`src/rtl/interrupt_priority_arbiter.sv`:
```
// Fixed-priority interrupt arbiter: rising-edge request latching, mask and
// global enable gating, INTR/INTA handshake with RST-style vectors, and an
// in-service register that only lets strictly higher priorities nest.
module interrupt_priority_arbiter #(
  parameter int          NUM_IRQ    = 4,
  parameter logic [7:0]  VEC_BASE   = 8'h08,
  parameter logic [7:0]  VEC_STRIDE = 8'h08
) (
  input  logic               clk,
  input  logic               Rst,
  input  logic [NUM_IRQ-1:0] irq,
  input  logic               ie,
  input  logic               mask_wr,
  input  logic [NUM_IRQ-1:0] mask_din,
  input  logic               inta,
  input  logic               eoi,
  output logic               intr,
  output logic [7:0]         vector,
  output logic               vector_valid,
  output logic [NUM_IRQ-1:0] pending,
  output logic [NUM_IRQ-1:0] in_service,
  output logic [NUM_IRQ-1:0] mask
);

  localparam int IDX_W = (NUM_IRQ > 1) ? $clog2(NUM_IRQ) : 1;

  typedef enum logic [1:0] {
    IDLE = 2'd0,
    REQ  = 2'd1,
    VEC  = 2'd2
  } state_t;

  state_t             state_reg, state_next;
  logic [NUM_IRQ-1:0] irq_prev_reg;
  logic [NUM_IRQ-1:0] pending_reg, pending_next;
  logic [NUM_IRQ-1:0] in_service_reg, in_service_next;
  logic [NUM_IRQ-1:0] mask_reg;
  logic [IDX_W-1:0]   win_idx_reg;
  logic [7:0]         vector_reg;

  logic [NUM_IRQ-1:0] irq_rise;
  logic [NUM_IRQ-1:0] isr_blocked;
  logic [NUM_IRQ-1:0] eligible;
  logic               any_eligible;
  logic [IDX_W-1:0]   elig_idx;
  logic               ack;
  logic               cancel;
  logic [NUM_IRQ-1:0] win_onehot;
  logic [NUM_IRQ-1:0] eoi_keep;
  logic [7:0]         vec_calc;

  assign irq_rise = irq & ~irq_prev_reg;

  // A source is blocked when it, or anything of higher priority, is in service.
  generate
    for (genvar gi = 0; gi < NUM_IRQ; gi++) begin : g_elig
      assign isr_blocked[gi] = |in_service_reg[gi:0];
      assign eligible[gi]    = pending_reg[gi] & ~mask_reg[gi] & ie & ~isr_blocked[gi];
    end
  endgenerate

  assign any_eligible = |eligible;

  // Lowest eligible index wins: scan downwards so the last hit is the lowest.
  always_comb begin
    elig_idx = '0;
    for (int i = NUM_IRQ - 1; i >= 0; i--) begin
      if (eligible[i]) elig_idx = IDX_W'(i);
    end
  end

  assign ack    = (state_reg == REQ) && inta;
  assign cancel = (state_reg == REQ) && !inta &&
                  (!ie || mask_reg[win_idx_reg] || !pending_reg[win_idx_reg]);

  assign win_onehot = NUM_IRQ'(1) << win_idx_reg;
  assign vec_calc   = VEC_BASE + 8'(win_idx_reg) * VEC_STRIDE;

  // x & (x-1) drops the lowest set bit, i.e. the highest-priority ISR entry.
  assign eoi_keep = eoi ? (in_service_reg & (in_service_reg - NUM_IRQ'(1))) : in_service_reg;

  // Next pending/in-service: a fresh edge wins over an acknowledge clear, and
  // the acknowledge set is applied after the EOI clear.
  always_comb begin
    pending_next    = pending_reg;
    in_service_next = eoi_keep;
    if (ack) begin
      pending_next    = pending_reg & ~win_onehot;
      in_service_next = eoi_keep | win_onehot;
    end
    pending_next = pending_next | irq_rise;
  end

  // FSM state register.
  always_ff @(posedge clk) begin
    if (Rst) state_reg <= IDLE;
    else     state_reg <= state_next;
  end

  // FSM next-state logic.
  always_comb begin
    state_next = state_reg;
    case (state_reg)
      IDLE:    if (any_eligible) state_next = REQ;
      REQ:     if (ack) state_next = VEC;
               else if (cancel) state_next = IDLE;
      VEC:     state_next = IDLE;
      default: state_next = IDLE;
    endcase
  end

  // FSM outputs.
  always_comb begin
    intr         = (state_reg == REQ);
    vector_valid = (state_reg == VEC);
  end

  // Datapath registers: edge history, pending, ISR, mask, winner, vector.
  always_ff @(posedge clk) begin
    if (Rst) begin
      irq_prev_reg   <= '0;
      pending_reg    <= '0;
      in_service_reg <= '0;
      mask_reg       <= '1;
      win_idx_reg    <= '0;
      vector_reg     <= 8'h00;
    end else begin
      irq_prev_reg   <= irq;
      pending_reg    <= pending_next;
      in_service_reg <= in_service_next;
      if (mask_wr) mask_reg <= mask_din;
      if (state_reg == IDLE && any_eligible) win_idx_reg <= elig_idx;
      if (ack) vector_reg <= vec_calc;
    end
  end

  assign vector     = vector_reg;
  assign pending    = pending_reg;
  assign in_service = in_service_reg;
  assign mask       = mask_reg;

endmodule

```
`config.mk`:
```
export PLATFORM = sky130hd
export DESIGN_NAME = interrupt_priority_arbiter
export DESIGN_NICKNAME = d
export VERILOG_FILES = /design/src/rtl/interrupt_priority_arbiter.sv
export SDC_FILE = /design/constraint.sdc
export NUM_CORES = 1
export LEC_CHECK = 0
export BUFFER_PORTS_ARGS = -buffer_cell sky130_fd_sc_hd__buf_2
export CORE_MARGIN = 2
export CORE_UTILIZATION = 40
export DETAILED_ROUTE_END_ITERATION = 7
export HOLD_SLACK_MARGIN = 0.02
export PLACE_DENSITY = 0.66
export SETUP_SLACK_MARGIN = 0.4
export SYNTH_ARGS = -nofsm -noshare
export SYNTH_HDL_FRONTEND = slang
export SYNTH_SLANG_ARGS = --single-unit
```
`constraint.sdc`:
```
create_clock -name clk -period 1.57 [get_ports clk]
set_input_delay 0.157 -clock clk [delete_from_list [all_inputs] [get_ports clk]]
set_output_delay 0.157 -clock clk [all_outputs]
set_load 0.01 [all_outputs]
```
# == Yosys cells after proc, flatten, opt, wreduce, memory -nomap -nowiden ==
# Cells that the tools add are included.
# totals
register_bits,28
latch_bits,0
ramBits,0
rom_bits,0
elab_cells,72
mem_count,0
# op_classes
addsub,2
mul,0
div,0
n_lt_le_gt_ge,1
n_eq_ne,4
shifts,1
mux,15
n_bitwise,27
n_reduce_logical,15
# ops
operator,count
2-to-1 mux 2 bit,7
AND 1 bit,12
AND 4 bit,3
2-to-1 mux 4 bit,3
NOT 1 bit,8
NOT 4 bit,2
OR 4 bit,2
OR reduction 4 bit,2
"adder 4 x 5 -> 6 bit, first input constant",1
binary-select mux 1 bit (select 2 bit),2
logical AND 1 bit,4
one-hot mux 2 bit (2 select lines),1
"<< shifter 1 x 2 -> 4 bit, first input constant",1
"subtractor 4 x 1 -> 4 bit, second input constant",1
logical NOT 1 bit,3
"less-than comparator 2 x 3 -> 1 bit, second input constant",1
"inequality test 3 x 1 -> 1 bit, second input constant",1
OR reduction 3 bit,1
"equality test 2 x 1 -> 1 bit, second input constant",1
"equality test 2 bit, second input constant",1
logical NOT 2 bit,1
logical OR 1 bit,2
2-to-1 mux 1 bit,2
"inequality test 2 bit, second input constant",1
other kinds (2),2

# == Depth between registers and ports, before layout ==
# depth
depth_word,8
depth_mapped,5
mapped_depth_nobuf,5

# == Worst setup path before layout ==
# Ideal clock, no wire load.
# synth_path
path_type,reg-to-reg
start,"register in_service_reg[0], in the netlist in_service[0]"
end,register win_idx_reg[0]
setup_time_ns,0.079
arrival_ns,1.117
t_required_ns,1.491
path_slack_ns,0.373
path_stages_with_launch,5
path_buffers,0
synth_period_minus_slack_ns,1.197
path_cell_list,dfxtp_1 > or3b_1 > nor2_1 > o21ai_1 > a211oi_2
# synth_via
elab_chain_len,7
word_cells_on_any_way,17
classes_between,mux: 4; bitwise: 8; reduce/logical: 5
# synth_lines
item,line_no,source
from (decl),36,"logic [NUM_IRQ-1:0] in_service_reg, in_service_next;"
from (signal assigned),130,in_service_reg <= in_service_next;
OR reduction 4 bit,57,assign isr_blocked[gi] = |in_service_reg[gi:0];
NOT 1 bit,58,assign eligible[gi] = pending_reg[gi] & ~mask_reg[gi] & ie & ~isr_blocked[gi];
AND 1 bit,58,
2-to-1 mux 2 bit (4 in series),68,if (eligible[i]) elig_idx = IDX_W'(i);
to (signal assigned),132,if (state_reg == IDLE && any_eligible) win_idx_reg <= elig_idx;
to (decl),38,logic [IDX_W-1:0] win_idx_reg;
# Several ways; a longest one is shown, not always the timed one.
# A chain may end at the register's enable or synchronous reset.

# == Worst setup path after layout ==
# layout_path
start,register state_reg[0]
end,output port intr
# layout_via
elab_chain_len,1
# layout_lines
item,line_no,source
from (decl),33,"state_t state_reg, state_next;"
from (signal assigned),97,else state_reg <= state_next;
equality test 2 x 1 -> 1 bit,114,intr = (state_reg == REQ);
to (decl),17,"output logic intr,"
# Every way passes these cells.

==> tab_implementation.tex <==
\begin{tabular}{lr}
\hline
Metric & Value \\
\hline
\multicolumn{2}{l}{\textbf{Finish}} \\
Final Instance Count excl. Fillers & 177 \\
Number of nets in the layout & 166 \\
Filler Cell Count & 244 \\
Area Growth Syn to Fin & 25.9\% \\
Antenna cell count & 0 \\
Final core area utilization & 52.8\% \\
Fraction of final layout cells sized beyond drive strength 1 & 42.2\% \\
\multicolumn{2}{l}{\textbf{CTS}} \\
Clock tree root buffer cell & sky130\_fd\_sc\_hd\_\_clkbuf\_4 \\
Clk slew on worst S/H paths & 0.13 ns \\
Number of clock sinks & 23 \\
TritonCTS clock tree & done \\
Worst-skew pair later-pin latency & 0.32 ns \\
Number of levels in the clock H-tree & 1 \\
Number of buffers inserted by hold repair at cts & 0 \\
Maximum count of clock buffers along a single path & 2 \\
Inserted Clock Buffers & 3 \\
\multicolumn{2}{l}{\textbf{Logic synthesis}} \\
Multiplexer fraction of the synthesized cell area & 2.17\% \\
Mean post-synth cell area & 9.27 sq um \\
Post-Synthesis Cells & 112 \\
Number of distinct library cell variants in the gate-level netlist after synthesis & 30 \\
Ys flop type & sky130\_fd\_sc\_hd\_\_dfxtp\_1 \\
Count of warnings emitted by yosys & 0 \\
Post-synthesis register bit count & 23 \\
Post-synth EDFFs & 0 \\
Ys async rst share & 0\% \\
Post-synthesis share of cell area spent on xor and xnor gates & 0\% \\
Adder-Cell Fraction of Synth Area & 4.82\% \\
Area fraction in compound gates after synthesis & 15.4\% \\
Simple-Gate Fraction of Synth Area & 26.1\% \\
Synth Cell Area & 0.00104 sq mm \\
Dominant combinational cell family by area after synthesis & simple AND/OR/NAND/NOR gates \\
Sequential share of the synthesized area & 44.3\% \\
\multicolumn{2}{l}{\textbf{Worst setup path}} \\
Chain of cells forming the critical path & nor2b\_2, buf\_2 \\
Reg2reg setup slack & 0.36 ns \\
Kind of end point of the critical path & output pin \\
Delay of the slowest cell on the worst path & 0.39 ns \\
Kind of cell adding the most delay to the critical path & flip-flops \\
Launching element type of the critical path & register \\
Kind of critical path & register to output pin \\
Data required, critical path & 1.41 ns \\
Count of buffering cells on the critical path with inverters included & 1 \\
Highest-delay cell along the critical path & sky130\_fd\_sc\_hd\_\_dfxtp\_1 \\
Data arrival, critical path & 1.06 ns \\
Largest fanout on the critical path & 4 \\
\multicolumn{2}{l}{\textbf{GRT}} \\
First-pass GRT wire length & 3410 microns \\
Pin count of the biggest net entering global routing & 24 \\
Remaining Overflow, GRT & 0 \\
Grt met2 use & 26.0\% \\
GR Util met3 & 5.91\% \\
Total routing usage reported by global routing & 16.6\% \\
Number of antenna violations at the first check in global routing & 0 \\
Global-route layer with the greatest usage & met2 \\
Vias in the first global route & 757 \\
Met1 Track Usage GR & 20.4\% \\
\multicolumn{2}{l}{\textbf{Floorplanning}} \\
Starting utilization of the core area & 41.9\% \\
Rows & 18 \\
Die Area & 0.00302 sq mm \\
X dimension of the die & 55.0 microns \\
Core area & 0.00248 sq mm \\
Number of I/O pins & 36 \\
Height of the die & 55.0 microns \\
\multicolumn{2}{l}{\textbf{Min path}} \\
Tightest Hold Check Type & input port to register \\
\multicolumn{2}{l}{\textbf{Drt}} \\
Pre-antenna DRT Iters & 6 \\
Wirelength, routed & 2240 microns \\
Via count & 879 \\
Routed WL per cell & 12.6 microns \\
DR iter-0 viols & 11 \\
Antenna Violating Nets Remaining & 0 \\
DRC & 0 \\
Via-per-instance ratio & 4.97 \\
\multicolumn{2}{l}{\textbf{Pwr}} \\
Final total power & 1.07 mW \\
Static Leakage & 0.572 nW \\
Worst vdd ir & 0.000623 V \\
Power per standard cell area & 819 mW/mm\^{}2 \\
\multicolumn{2}{l}{\textbf{STA}} \\
Final-report max-slew violation count & 0 \\
Final clock skew & 0.0101 ns \\
Period minus WS final & 1.21 ns \\
Post-route clock period utilization & 77.2\% \\
Hold violation count in the final report & 0 \\
Highest clock frequency the design can meet & 0.825 GHz \\
Aggregate negative setup slack & 0 ns \\
Setup repair after global routing missed its margin & true \\
Number of failing setup endpoints in the final timing report & 0 \\
\multicolumn{2}{l}{\textbf{Status}} \\
Status & finished, final reports clean \\
\multicolumn{2}{l}{\textbf{Place}} \\
Placed Cells & 168 \\
HPWL Detailed & 1570 microns \\
Port Buffers & 30 \\
Global placement routability congestion & 0.896 \\
\multicolumn{2}{l}{\textbf{Job}} \\
Max Cap Viol & 0 \\
\hline
\end{tabular}
-- area by class of cell --
cell class	instances	area (sq um)	share of cell area [%]
Multi-Input combinational cell	82	567	43.3
Inverter	3	11.3	0.861
Clock buffer	4	26.3	2.01
Sequential cell	23	478	36.6
Timing Repair Buffer	35	188	14.4
Tap cell	30	37.5	2.87
-- layer usage --
layer | vias up | share of wire [%]
li1 | 441 | -
met1 | 394 | 46
met2 | 39 | 45
met3 | 5 | 7.4
met4 | 0 | 1.6
met5 | - | 0
-- stage by stage --
stage          cell area, sq um  setup slack [ns]  hold slack (ns)
2_1_floorplan              1060             0.402            0.229
3_3_place_gp               1190             0.338            0.362
3_5_place_dp               1190             0.323            0.369
4_1_cts                    1270             0.357           0.0369
5_1_grt                    1310             0.268           0.0381
6_report                   1310             0.357           0.0428
-- cells by family after synthesis --
| group | count (synthesis) |
|---|---|
| and+or+nand+nor | 46 |
| AOI/OAI and AO/OA | 26 |
| DFF | 23 |
| buffers and inverters | 11 |
| adders and majority gates | 4 |
| muxes | 1 |
| other | 1 |
-- layout by cell type (no fill, tap or decap), types with 2 or more instances in the layout --
cell type	Yosys	final
sky130_fd_sc_hd__buf_4	5	5
sky130_fd_sc_hd__a211o_1	4	4
sky130_fd_sc_hd__nor2b_1	16	14
sky130_fd_sc_hd__inv_1	3	3
sky130_fd_sc_hd__dfxtp_2	0	8
sky130_fd_sc_hd__dfxtp_4	0	2
sky130_fd_sc_hd__nand2_1	12	11
sky130_fd_sc_hd__clkbuf_4	0	3
sky130_fd_sc_hd__nor2_1	7	6
sky130_fd_sc_hd__conb_1	1	5
sky130_fd_sc_hd__a21oi_1	13	12
sky130_fd_sc_hd__o21ai_2	0	2
sky130_fd_sc_hd__o21ai_1	2	2
sky130_fd_sc_hd__nor2b_4	1	3
sky130_fd_sc_hd__ha_1	4	4
sky130_fd_sc_hd__buf_2	0	30
sky130_fd_sc_hd__dfxtp_1	23	13
-- cells in the mapped netlist, drive strengths merged (2+ instances only) --
cell / count / area share [%]
a211o: 4 / 3.4
a211oi: 2 / 1.9
a21oi: 13 / 6.3
buf: 5 / 3.6
clkbuf: 3 / 2.0
dfxtp: 23 / 44
ha: 4 / 4.8
inv: 3 / 1.1
nand2: 12 / 4.3
nor2: 7 / 2.5
nor2b: 18 / 12
o21ai: 5 / 2.4
-- final timing paths --
check / start / to / cells past startpoint
setup reg to reg: in_service[1]$_SDFF_PP0_ / win_idx_reg[0]$_SDFFE_PP0P_ / 4
hold / removal: mask_din[0] / mask[0]$_SDFFE_PP1P_ / 2
hold reg to reg: vector[5]$_SDFFE_PP0N_ / vector[5]$_SDFFE_PP0N_ / 2
setup / recovery: state_reg[0]$_SDFFE_PP0P_ / intr / 2
-- power breakdown --
group	internal [mW]	switching (mW)
Sequential	0.610	0.0225
Clock	0.0993	0.179
Combinational	0.0810	0.0789
Total	0.791	0.280
-- timing repair --
action	4_1_cts	5_1_grt
endpoints found under the setup margin	4	10
gates resized for setup	8	13
pin swaps	10	3
setup buffers	4	1
(Power assumes the default switching activity.)
